`src/rtl/counter_pkg.sv`:
```
// Shared types and sizing helpers for the counter/timer library.
package counter_pkg;

    typedef enum logic {
        IDLE = 1'b0,
        RUN  = 1'b1
    } state_e;

    // Prescale counter width; a single bit is kept even when PRESCALE is 1.
    function automatic int unsigned ps_width(input int unsigned prescale);
        return (prescale > 1) ? $clog2(prescale) : 1;
    endfunction

endpackage

```
`src/rtl/countdown_timer_if.sv`:
```
// Load handshake, control and status bundle of the countdown timer.
interface countdown_timer_if #(
    parameter int unsigned WIDTH = 4
);
    logic             load_valid;
    logic [WIDTH-1:0] load_value;
    logic             load_ready;
    logic             auto_reload;
    logic             pause;
    logic             abort;
    logic [WIDTH-1:0] count;
    logic             busy;
    logic             tc_pulse;

    modport master (
        output load_valid, load_value, auto_reload, pause, abort,
        input  load_ready, count, busy, tc_pulse
    );

    modport slave (
        input  load_valid, load_value, auto_reload, pause, abort,
        output load_ready, count, busy, tc_pulse
    );
endinterface

```
`src/rtl/countdown_timer_prescaler.sv`:
```
// Divides enabled cycles down to one decrement tick every PRESCALE cycles.
module timer_prescaler
    import counter_pkg::*;
#(
    parameter int unsigned PRESCALE = 1
) (
    input  logic clk,
    input  logic reset_n,
    input  logic enable,
    input  logic clear,
    output logic tick
);
    localparam int unsigned PS_W = ps_width(PRESCALE);

    logic [PS_W-1:0] cnt_q;

    // With PRESCALE of 1 the counter never leaves 0, so tick follows enable.
    assign tick = enable && (cnt_q == PS_W'(PRESCALE - 1));

    always_ff @(posedge clk or posedge reset_n) begin
        if (reset_n) begin
            cnt_q <= '0;
        end else if (clear || tick) begin
            cnt_q <= '0;
        end else if (enable) begin
            cnt_q <= cnt_q + PS_W'(1);
        end
    end
endmodule

```
`src/rtl/countdown_timer.sv`:
```
// Loadable down-counting timer with terminal-count pulse and optional auto-reload.
module countdown_timer
    import counter_pkg::*;
#(
    parameter int unsigned WIDTH    = 4,
    parameter int unsigned PRESCALE = 1
) (
    input logic              clk,
    input logic              reset_n,
    countdown_timer_if.slave bus
);
    state_e           state_q;
    logic [WIDTH-1:0] count_q;
    logic [WIDTH-1:0] reload_q;
    logic             tc_q;
    logic             busy_q;
    logic             ready_q;

    logic ps_enable;
    logic ps_clear;
    logic ps_tick;
    logic terminal;

    assign ps_enable = (state_q == RUN) && !bus.pause;
    assign terminal  = ps_tick && (count_q == WIDTH'(1));
    // Prescaler restarts from zero whenever the timer is idle or about to leave RUN.
    assign ps_clear  = (state_q == IDLE) || bus.abort || (terminal && !bus.auto_reload);

    timer_prescaler #(
        .PRESCALE (PRESCALE)
    ) u_prescaler (
        .clk     (clk),
        .reset_n (reset_n),
        .enable  (ps_enable),
        .clear   (ps_clear),
        .tick    (ps_tick)
    );

    always_ff @(posedge clk or posedge reset_n) begin
        if (reset_n) begin
            state_q  <= IDLE;
            count_q  <= '0;
            reload_q <= '0;
            tc_q     <= 1'b0;
            busy_q   <= 1'b0;
            ready_q  <= 1'b1;
        end else begin
            tc_q <= 1'b0;
            case (state_q)
                IDLE: begin
                    if (bus.load_valid) begin
                        if (bus.load_value != '0) begin
                            count_q  <= bus.load_value;
                            reload_q <= bus.load_value;
                            state_q  <= RUN;
                            busy_q   <= 1'b1;
                            ready_q  <= 1'b0;
                        end else begin
                            // Zero-length timeout: report expiry without ever running.
                            tc_q <= 1'b1;
                        end
                    end
                end
                RUN: begin
                    if (bus.abort) begin
                        count_q <= '0;
                        state_q <= IDLE;
                        busy_q  <= 1'b0;
                        ready_q <= 1'b1;
                    end else if (terminal) begin
                        tc_q <= 1'b1;
                        if (bus.auto_reload) begin
                            count_q <= reload_q;
                        end else begin
                            count_q <= '0;
                            state_q <= IDLE;
                            busy_q  <= 1'b0;
                            ready_q <= 1'b1;
                        end
                    end else if (ps_tick) begin
                        count_q <= count_q - WIDTH'(1);
                    end
                end
            endcase
        end
    end

    assign bus.count      = count_q;
    assign bus.busy       = busy_q;
    assign bus.load_ready = ready_q;
    assign bus.tc_pulse   = tc_q;
endmodule

```
`src/flat_wrapper.sv`:
```
// flat-port wrapper written by rule: the top's interface ports become plain ports
module countdown_timer_flat import counter_pkg::*;
#(
    parameter int unsigned WIDTH    = 4,
    parameter int unsigned PRESCALE = 1
)
  (clk, reset_n, bus_load_valid, bus_load_value, bus_auto_reload, bus_pause, bus_abort, bus_load_ready, bus_count, bus_busy, bus_tc_pulse);
  countdown_timer_if #(.WIDTH(WIDTH)) bus_i ();
  input logic clk;
  input logic reset_n;
  input wire logic [$bits(bus_i.load_valid)-1:0] bus_load_valid;
  input wire logic [$bits(bus_i.load_value)-1:0] bus_load_value;
  input wire logic [$bits(bus_i.auto_reload)-1:0] bus_auto_reload;
  input wire logic [$bits(bus_i.pause)-1:0] bus_pause;
  input wire logic [$bits(bus_i.abort)-1:0] bus_abort;
  output wire logic [$bits(bus_i.load_ready)-1:0] bus_load_ready;
  output wire logic [$bits(bus_i.count)-1:0] bus_count;
  output wire logic [$bits(bus_i.busy)-1:0] bus_busy;
  output wire logic [$bits(bus_i.tc_pulse)-1:0] bus_tc_pulse;
  assign bus_i.load_valid = bus_load_valid;
  assign bus_i.load_value = bus_load_value;
  assign bus_i.auto_reload = bus_auto_reload;
  assign bus_i.pause = bus_pause;
  assign bus_i.abort = bus_abort;
  assign bus_load_ready = bus_i.load_ready;
  assign bus_count = bus_i.count;
  assign bus_busy = bus_i.busy;
  assign bus_tc_pulse = bus_i.tc_pulse;
  countdown_timer #(.WIDTH(WIDTH), .PRESCALE(PRESCALE)) u_core (.clk(clk), .reset_n(reset_n), .bus(bus_i));
endmodule
```
`config.mk`:
```
export PLATFORM = sky130hd
export DESIGN_NAME = countdown_timer_flat
export DESIGN_NICKNAME = d
export VERILOG_FILES = /design/src/rtl/counter_pkg.sv /design/src/rtl/countdown_timer_if.sv /design/src/rtl/countdown_timer_prescaler.sv /design/src/rtl/countdown_timer.sv /design/src/flat_wrapper.sv
export SDC_FILE = /design/constraint.sdc
export NUM_CORES = 1
export LEC_CHECK = 0
export BUFFER_PORTS_ARGS = -buffer_cell sky130_fd_sc_hd__buf_2
export CORE_MARGIN = 5
export CORE_UTILIZATION = 54
export CTS_BUF_LIST = sky130_fd_sc_hd__clkbuf_2
export DETAILED_ROUTE_END_ITERATION = 12
export HOLD_SLACK_MARGIN = 0.03
export MAX_ROUTING_LAYER = met4
export PLACE_DENSITY = 0.8
export SYNTH_ARGS = -nofsm -noshare
export SYNTH_HDL_FRONTEND = slang
export SYNTH_SLANG_ARGS = --single-unit
```
`constraint.sdc`:
```
create_clock -name clk -period 1.73 [get_ports clk]
set_input_delay 0.173 -clock clk [delete_from_list [all_inputs] [get_ports clk]]
set_output_delay 0.173 -clock clk [all_outputs]
set_load 0.01 [all_outputs]
```
==> metrics.md, run 1 <==
| Metric | Value |
|---|---|
| CP max FO | `4` |
| Post-Synth XOR/XNOR Area | `~2.3%` |
| Placed cell area | `863.3 sq um` |
| Sw power | `0.3428 mW` |
| DP HPWL | `1.249 mm` |
| Final design utilization | `between 60% and 70%` |
| Async SR Flop Fraction | `100.0%` |
| F_max | `0.5966 GHz` |
| Post-Synth Simple-Gate Area | `20.10%` |
| Maximum VDD drop | `around 0.63 mV` |
| Mux share of post-synthesis cell area | `about 6.0%` |
| DR iter-0 viols | `33` |
| Critical path's slowest cell | `dfrtp_1` |
| Via count | `667` |
| CP endpoint kind | `flop` |
| Remaining Overflow, GRT | `0` |
| Pwr/cell area | `1064 mW/mm^2` |
| Port bufs | `16` |
| Num rows | `13` |
| WL/cell | `15.26 um` |
| Clock Path Buffers | `2` |
| Placed insts | `105` |
| Largest net degree at the start of global routing | `14` |
| GRT Util Overall | `17.00%` |
| Final std cells w/o fill | `110` |
| Vias in the first global route | `slightly above 600` |
| Routed WL | `1.679 mm` |
| Sequential Power Share | `approximately 46%` |
| Fillcell total | `113` |
| Crit path buf inv count | `1` |
| Largest family of logic cells by synthesized area | `compound AO/OA/AOI/OAI gates` |
| Switching share of total power | `35.86%` |
| CTS clock-pin slew for the worst setup and hold paths | `0.12 ns` |
| Cell variety after synth | `27` |
| Drt first pass iters | `4` |
| Die area | `approximately 0.0022 sq mm` |
| Max-Cap Viols | `0` |
| Post-synthesis sequential area ratio | `43.72%` |
| Clk sink count | `13` |
| Fin crit period | `1.676 ns` |
| Setup TNS | `0 ns` |
| Final instance area | `898.4 sq um` |
| Core Region | `between 0.001 and 0.0015 sq mm` |
| Post-Syn Nets | `84` |
| Leading post-synthesis cells by cell area | `dfrtp_1, mux2_2, nor3_1` |
| Clk_skew | `0.001378 ns` |
| First-pass GRT wire length | `between 2 and 3 mm` |
| Root Buffer | `clkbuf_2` |
| Die height | `47.19 um` |
| Synth warn | `0` |
| CP Cell Sequence | `inv_1, ha_1, and4bb_2, nand2_1, a2111oi_2, a2111oi_2` |
| RSZ-0062 raised after global routing | `true` |
| CTS tree | `yes` |
| Fin crit share | `between 90% and 100%` |
| Internal | `0.6133 mW` |
| Fin nets | `108` |
| Hold Vio Cnt, Final | `0` |
| Post-Syn Area | `747.0 sq um` |
| Adder-cell area share of the yosys netlist | `3.350%` |
| WP data required | `1.89 ns` |
| Die Wd | `roughly 47 um` |
| Layout cells sized above 1 | `roughly 40%` |
| Boundary Pins | `17` |
| Clock share of power | `between 10% and 20%` |
| Slew Viols, Final | `0` |
| Syn Area/Cell | `10.37 sq um` |
| # DRC | `0` |
| Critical Path Source Type | `flop` |
| Synth Instances | `72` |
| H-tree levels | `1` |
| Initial antenna violation count | `0` |
| Synth Register Bits | `13` |
| Lkg Pwr | `0.4089 nW` |
| Synth area leader | `dfrtp_1` |
| Setup CP Type | `reg2reg` |
| Ant diodes | `0` |
| Post-synth top area share | `40.20%` |
| Area growth, synth to finish | `20.27%` |
| Run status | `complete, no violations` |
| Starting Density | `between 50% and 60%` |
| Vias/cell | `6.064` |
| Worst-Margin Slew | `~0.5 ns` |
| Arrival time at the worst endpoint | `roughly 1.8 ns` |
| Compound-gate portion of the synthesized area | `21.78%` |
| Worst-Skew Late Latency | `0.28 ns` |
| Crit path top cell by count | `a2111oi_2` |
| GPL Wtd Cong | `between 0.8 and 0.9` |
| Crit-path max cell delay | `0.43 ns` |
| Antenna Nets Post-Route | `0` |
| Combinational Power Share | `37.2%` |
| Slew HR | `about 67%` |
| Crit-path leading delay family | `compound AO/OA/AOI/OAI gates` |
| Hold crit path type | `in2reg` |
| Top FF cell, synth | `dfrtp_1` |
| Count of flip-flops with a built-in enable after synthesis | `0` |
| Final setup vio count | `0` |
| Number of buffers created by CTS | `3` |
metal layers:
metal  track usage (%)  share of wire [%]
met1             22.17                 45
met2             26.56                 48
met3             2.299                6.2
met4             6.630                1.3
met5                 -                  0
cell usage in the layout, fill, tap and decap left out, drive strengths merged, types with 3 or more instances in the layout:
master / n
nand2: 5
buf: 19
dfrtp: 12
o21ai: 4
a22oi: 3
or2: 3
a21oi: 4
nor3: 7
mux2: 4
clkbuf: 4
nor2: 4
inv: 4
synth_stat cells (all sizes together) (2+ instances only):
cell type	instances
dfrtp	12
nor3	7
nand2	5
a21oi	4
inv	4
mux2	4
nor2	4
o21ai	4
a22oi	3
or2	3
a2111oi	2
a21o	2
ha	2
nand2b	2
o22ai	2
xor2	2
sequential cells by signal (all words and copies together), names as in the netlist:
register                  flops
u_core.bus.tc_pulse           1
u_core.reload_q               4
u_core.bus.busy               1
u_core.bus.count              4
u_core.u_prescaler.cnt_q      1
u_core.bus.load_ready         1
u_core.state_q                1
path summary, 6_finish.rpt:
kind / start / to / slack, ns / depth (start not counted)
max in group asynchronous: reset_n / u_core.bus.load_ready / 0.94 / 3
worst min register to register: u_core.bus.load_ready / u_core.bus.load_ready / 0.47 / 2
worst max-delay path: u_core.bus.count[1] / u_core.bus.count[3] / 0.05 / 6
worst min-delay path: bus_pause / u_core.u_prescaler.cnt_q / 0.11 / 3
worst max register to register: u_core.bus.count[1] / u_core.bus.count[3] / 0.05 / 6
min in group asynchronous: reset_n / u_core.reload_q[3] / 0.44 / 3
power groups by stage:
stage	sequential, mW	clock [mW]	combinational, mW
2_1_floorplan	0.449	0	0.235
3_3_place_gp	0.439	0	0.343
3_5_place_dp	0.444	0	0.352
4_1_cts	0.437	0.162	0.356
5_1_grt	0.448	0.178	0.388
6_report	0.438	0.162	0.356
layout make-up:
class | instances | area, sq um | area share (%)
Clock buffer | 4 | 20.02 | 2.228
Inverter | 4 | 15.01 | 1.671
Multi-Input combinational cell | 54 | 405.4 | 45.13
Sequential cell | 13 | 326.6 | 36.35
Tap cell | 15 | 18.77 | 2.089
Timing Repair Buffer | 20 | 112.6 | 12.53
logic make-up (layout without fill, tap and decap cells):
group	Yosys count	count (layout)
and+or+nand+nor	26	26
adders and majority gates	2	2
buffers and inverters	5	28
muxes	4	4
xor gates and xnor gates	2	2
AOI/OAI and AO/OA	20	20
DFF	13	13
tightest hold or removal path, stage by stage:
cell     delay (ns)
buf_2          0.11
nand2_1        0.05
nor2_1         0.03
what timing repair did:
item / 4_1_cts / 5_1_grt
hold buffers: 1 / 0
setup buffers: 0 / 0
endpoints found under the setup margin: 0 / 2
endpoints found under the hold margin: 12 / 0
gates resized for setup: 0 / 1
stage by stage:
stage          power [mW]  hold WS [ns]  setup WS, ns
2_1_floorplan      0.6835       0.04924        0.1850
3_3_place_gp       0.7825        0.2103        0.1314
3_5_place_dp       0.7962        0.2190       0.08195
4_1_cts            0.9547        0.1036       0.06084
5_1_grt             1.014        0.1020     -0.001917
6_report           0.9561        0.1062       0.05384
No activity file was read; power rests on OpenSTA's default activity.
==> run 2: changes to the inputs <==
--- a/config.mk
+++ b/config.mk
@@ -5,9 +5,10 @@
 export SDC_FILE = /design/constraint.sdc
 export NUM_CORES = 1
 export LEC_CHECK = 0
+export ABC_AREA = 1
 export BUFFER_PORTS_ARGS = -buffer_cell sky130_fd_sc_hd__buf_2
 export CORE_MARGIN = 5
-export CORE_UTILIZATION = 54
+export CORE_UTILIZATION = 55
 export CTS_BUF_LIST = sky130_fd_sc_hd__clkbuf_2
 export DETAILED_ROUTE_END_ITERATION = 12
 export HOLD_SLACK_MARGIN = 0.03
==> run 2 against run 1 <==
Die area grew 4.9%. Combinational power grew 12%. Synthesized cell count grew 43%. Largest cell class unchanged. Critical path type unchanged.
==> metrics.md, run 2 <==
| Metric | Value |
|---|---|
| CP Cell Sequence | `inv_1, ha_1, inv_1, nor3_4, nand2_4, o21ai_4, nand2_2, nand2_1, nand2_1` |
| Die Wd | `48.34 um` |
| Crit path buf inv count | `2` |
| Post-synthesis sequential area ratio | `40.40%` |
| Fin crit period | `1.513 ns` |
| Worst r2r src | `u_core.bus.count[1]` |
| Post-synth top area share | `roughly 37%` |
| Core Region | `0.001350 sq mm` |
| Area growth, synth to finish | `15.94%` |
| Worst-Skew Late Latency | `0.29 ns` |
| WP depth | `9` |
| Die area | `between 0.002 and 0.0025 sq mm` |
| Critical Path Source Type | `flop` |
| CTS clock-pin slew for the worst setup and hold paths | `0.13 ns` |
| Clock Path Buffers | `2` |
| Synth warn | `0` |
| CP startpoint | `u_core.bus.count[1]` |
| Largest net degree at the start of global routing | `14` |
| Starting Density | `59.87%` |
| Fillcell total | `116` |
| WP data required | `1.92 ns` |
| Maximum VDD drop | `between 0.6 and 0.7 mV` |
| Critical Path Sink | `u_core.bus.busy` |
| R2R Setup Slk | `~0.22 ns` |
| Fin crit share | `87.48%` |
| R2r worst-path depth | `9` |
| GPL Wtd Cong | `0.8379` |
| Commonest non-fill, non-tap cell in the layout | `nand2_1` |
| Port bufs | `16` |
| RSZ-0062 raised after global routing | `false` |
| Slew Viols, Final | `0` |
| Crit-path max cell delay | `between 0.4 and 0.5 ns` |
| Clk_skew | `a little over 0.005 ns` |
| Root Buffer | `clkbuf_2` |
| Via count | `719` |
| # DRC | `0` |
| Pwr/cell area | `1077 mW/mm^2` |
| Hold crit path type | `in2reg` |
| Hold Vio Cnt, Final | `0` |
| CP endpoint kind | `flop` |
| WL/cell | `12.30 um` |
| Vias/cell | `5.173` |
| Syn Area/Cell | `7.847 sq um` |
| Max-Cap Viols | `0` |
| Antenna Nets Post-Route | `0` |
| Final setup vio count | `0` |
| Drt first pass iters | `4` |
| H-tree levels | `1` |
| Cell with the most instances after synthesis | `nand2_1` |
| Fin nets | `between 100 and 150` |
| Async SR Flop Fraction | `100.0%` |
| Die height | `48.34 um` |
| GRT Util Overall | `~17%` |
| Leading post-synthesis cells by cell area | `dfrtp_1, nand2_1, nand3_1` |
| Arrival time at the worst endpoint | `about 1.7 ns` |
| Final design utilization | `69.42%` |
| CP max FO | `6` |
| DP HPWL | `1.374 mm` |
| Boundary Pins | `17` |
| Count of flip-flops with a built-in enable after synthesis | `0` |
| Slew HR | `67.95%` |
| Setup TNS | `0 ns` |
| Synth area leader | `dfrtp_1` |
| Top FF cell, synth | `dfrtp_1` |
| Vias in the first global route | `between 700 and 800` |
| Post-Syn Area | `between 800 and 900 sq um` |
| Most frequent cells after synthesis | `nand2_1, inv_1, dfrtp_1, nand3_1, nor2_1` |
| Cell variety after synth | `22` |
| CTS tree | `yes` |
| Synth Register Bits | `13` |
| Setup CP Type | `reg2reg` |
| First-pass GRT wire length | `3.132 mm` |
| Most frequent cells in the layout | `nand2_1, buf_2, inv_1` |
| Layout cells sized above 1 | `around a quarter` |
| Routed WL | `1.710 mm` |
| Worst-Margin Slew | `0.4802 ns` |
| Initial antenna violation count | `0` |
| Clk sink count | `13` |
| Lkg Pwr | `0.5280 nW` |
| Remaining Overflow, GRT | `0` |
| Critical path's slowest cell | `dfrtp_1` |
| Ant diodes | `0` |
| Worst R2R End | `u_core.bus.busy` |
| F_max | `0.6607 GHz` |
| Run status | `complete, no violations` |
| Post-Syn Nets | `115` |
| Synth Instances | `103` |
| Num rows | `13` |
| CTS resizes | `0` |
| Number of buffers created by CTS | `3` |
| DR iter-0 viols | `14` |
| Crit-path leading delay family | `simple AND/OR/NAND/NOR gates` |
-- run 2: cell count changes in the layout (fill, tap and decap cells not counted), sizes merged, moves of 3 or more --
cell,change
a21oi,-3
mux2,-4
buf,-3
a21boi,+3
nand3,+13
nor3,-6
nor2,+6
nand2,+31
inv,+11
a22oi,-3
-- run 2: timing repair --
item,in CTS,in global routing
setup endpoints to repair,0,0
endpoints found under the hold margin,12,0
buffers inserted,0,0
hold buffers,1,0
-- run 2: cell type report --
class                           instances  area [sq um]  share of cell area (%)
Sequential cell                        13         326.6                   34.85
Timing Repair Buffer                   17         90.09                   9.613
Multi-Input combinational cell         75         425.4                   45.39
Tap cell                               15         18.77                   2.003
Clock buffer                            4         20.02                   2.136
Inverter                               15         56.30                   6.008
-- run 2: worst reg2reg max path, stage by stage (launching register included) --
cell     delay, ns
dfrtp_1       0.41
inv_1         0.10
ha_1          0.15
inv_1         0.06
nor3_4        0.24
nand2_4       0.13
o21ai_4       0.17
nand2_2       0.07
nand2_1       0.05
nand2_1       0.04
-- run 2: power breakdown --
group	internal (mW)	switching, mW	total (mW)	leakage (nW)
Combinational	0.159	0.242	0.400	0.353
Sequential	0.377	0.0648	0.441	0.158
Clock	0.0612	0.106	0.167	0.0166
Total	0.596	0.413	1.01	0.528
-- run 2: metrics by stage --
stage | hold slack, ns | cells | setup slack (ns) | instance area (sq um) | power [mW]
after detailed placement | 0.2197 | 134 | 0.2297 | 907.1 | 0.8479
after CTS | 0.1344 | 139 | 0.2110 | 937.1 | 1.013
after global placement | 0.2162 | 134 | 0.3200 | 907.1 | 0.8369
after global routing | 0.1373 | 139 | 0.1159 | 937.1 | 1.095
after floorplan | 0.04924 | 103 | 0.3227 | 808.3 | 0.7248
final | 0.1305 | 139 | 0.2165 | 937.1 | 1.009
-- run 2: worst min path at each step --
stage / from / endpoint / slack, ns / depth (start not counted)
floorplan: reset_n / u_core.bus.busy / 0.05 / 1
global placement: reset_n / u_core.reload_q[2] / 0.22 / 2
detailed placement: reset_n / u_core.reload_q[2] / 0.22 / 2
CTS: bus_abort / u_core.u_prescaler.cnt_q / 0.13 / 2
global route: bus_abort / u_core.u_prescaler.cnt_q / 0.14 / 2
finish: bus_abort / u_core.u_prescaler.cnt_q / 0.13 / 2
-- run 2: per-layer routing --
metal	track usage, %	up-vias	part of all wire, %
met1	20.08	330	45
met4	8.295	0	2.5
met2	27.39	18	49
li1	-	366	-
met3	2.752	5	3.7
met5	-	-	0
-- run 2: logic make-up (layout without fill, tap and decap cells) --
kind of cell | Yosys count | in the layout | synth area share (%)
xor gates and xnor gates | 1 | 1 | 1.084
AOI/OAI and AO/OA | 10 | 10 | 9.134
and+or+nand+nor | 62 | 62 | 39.32
buffers and inverters | 15 | 36 | 6.965
DFF | 13 | 13 | 40.40
adders and majority gates | 2 | 2 | 3.095
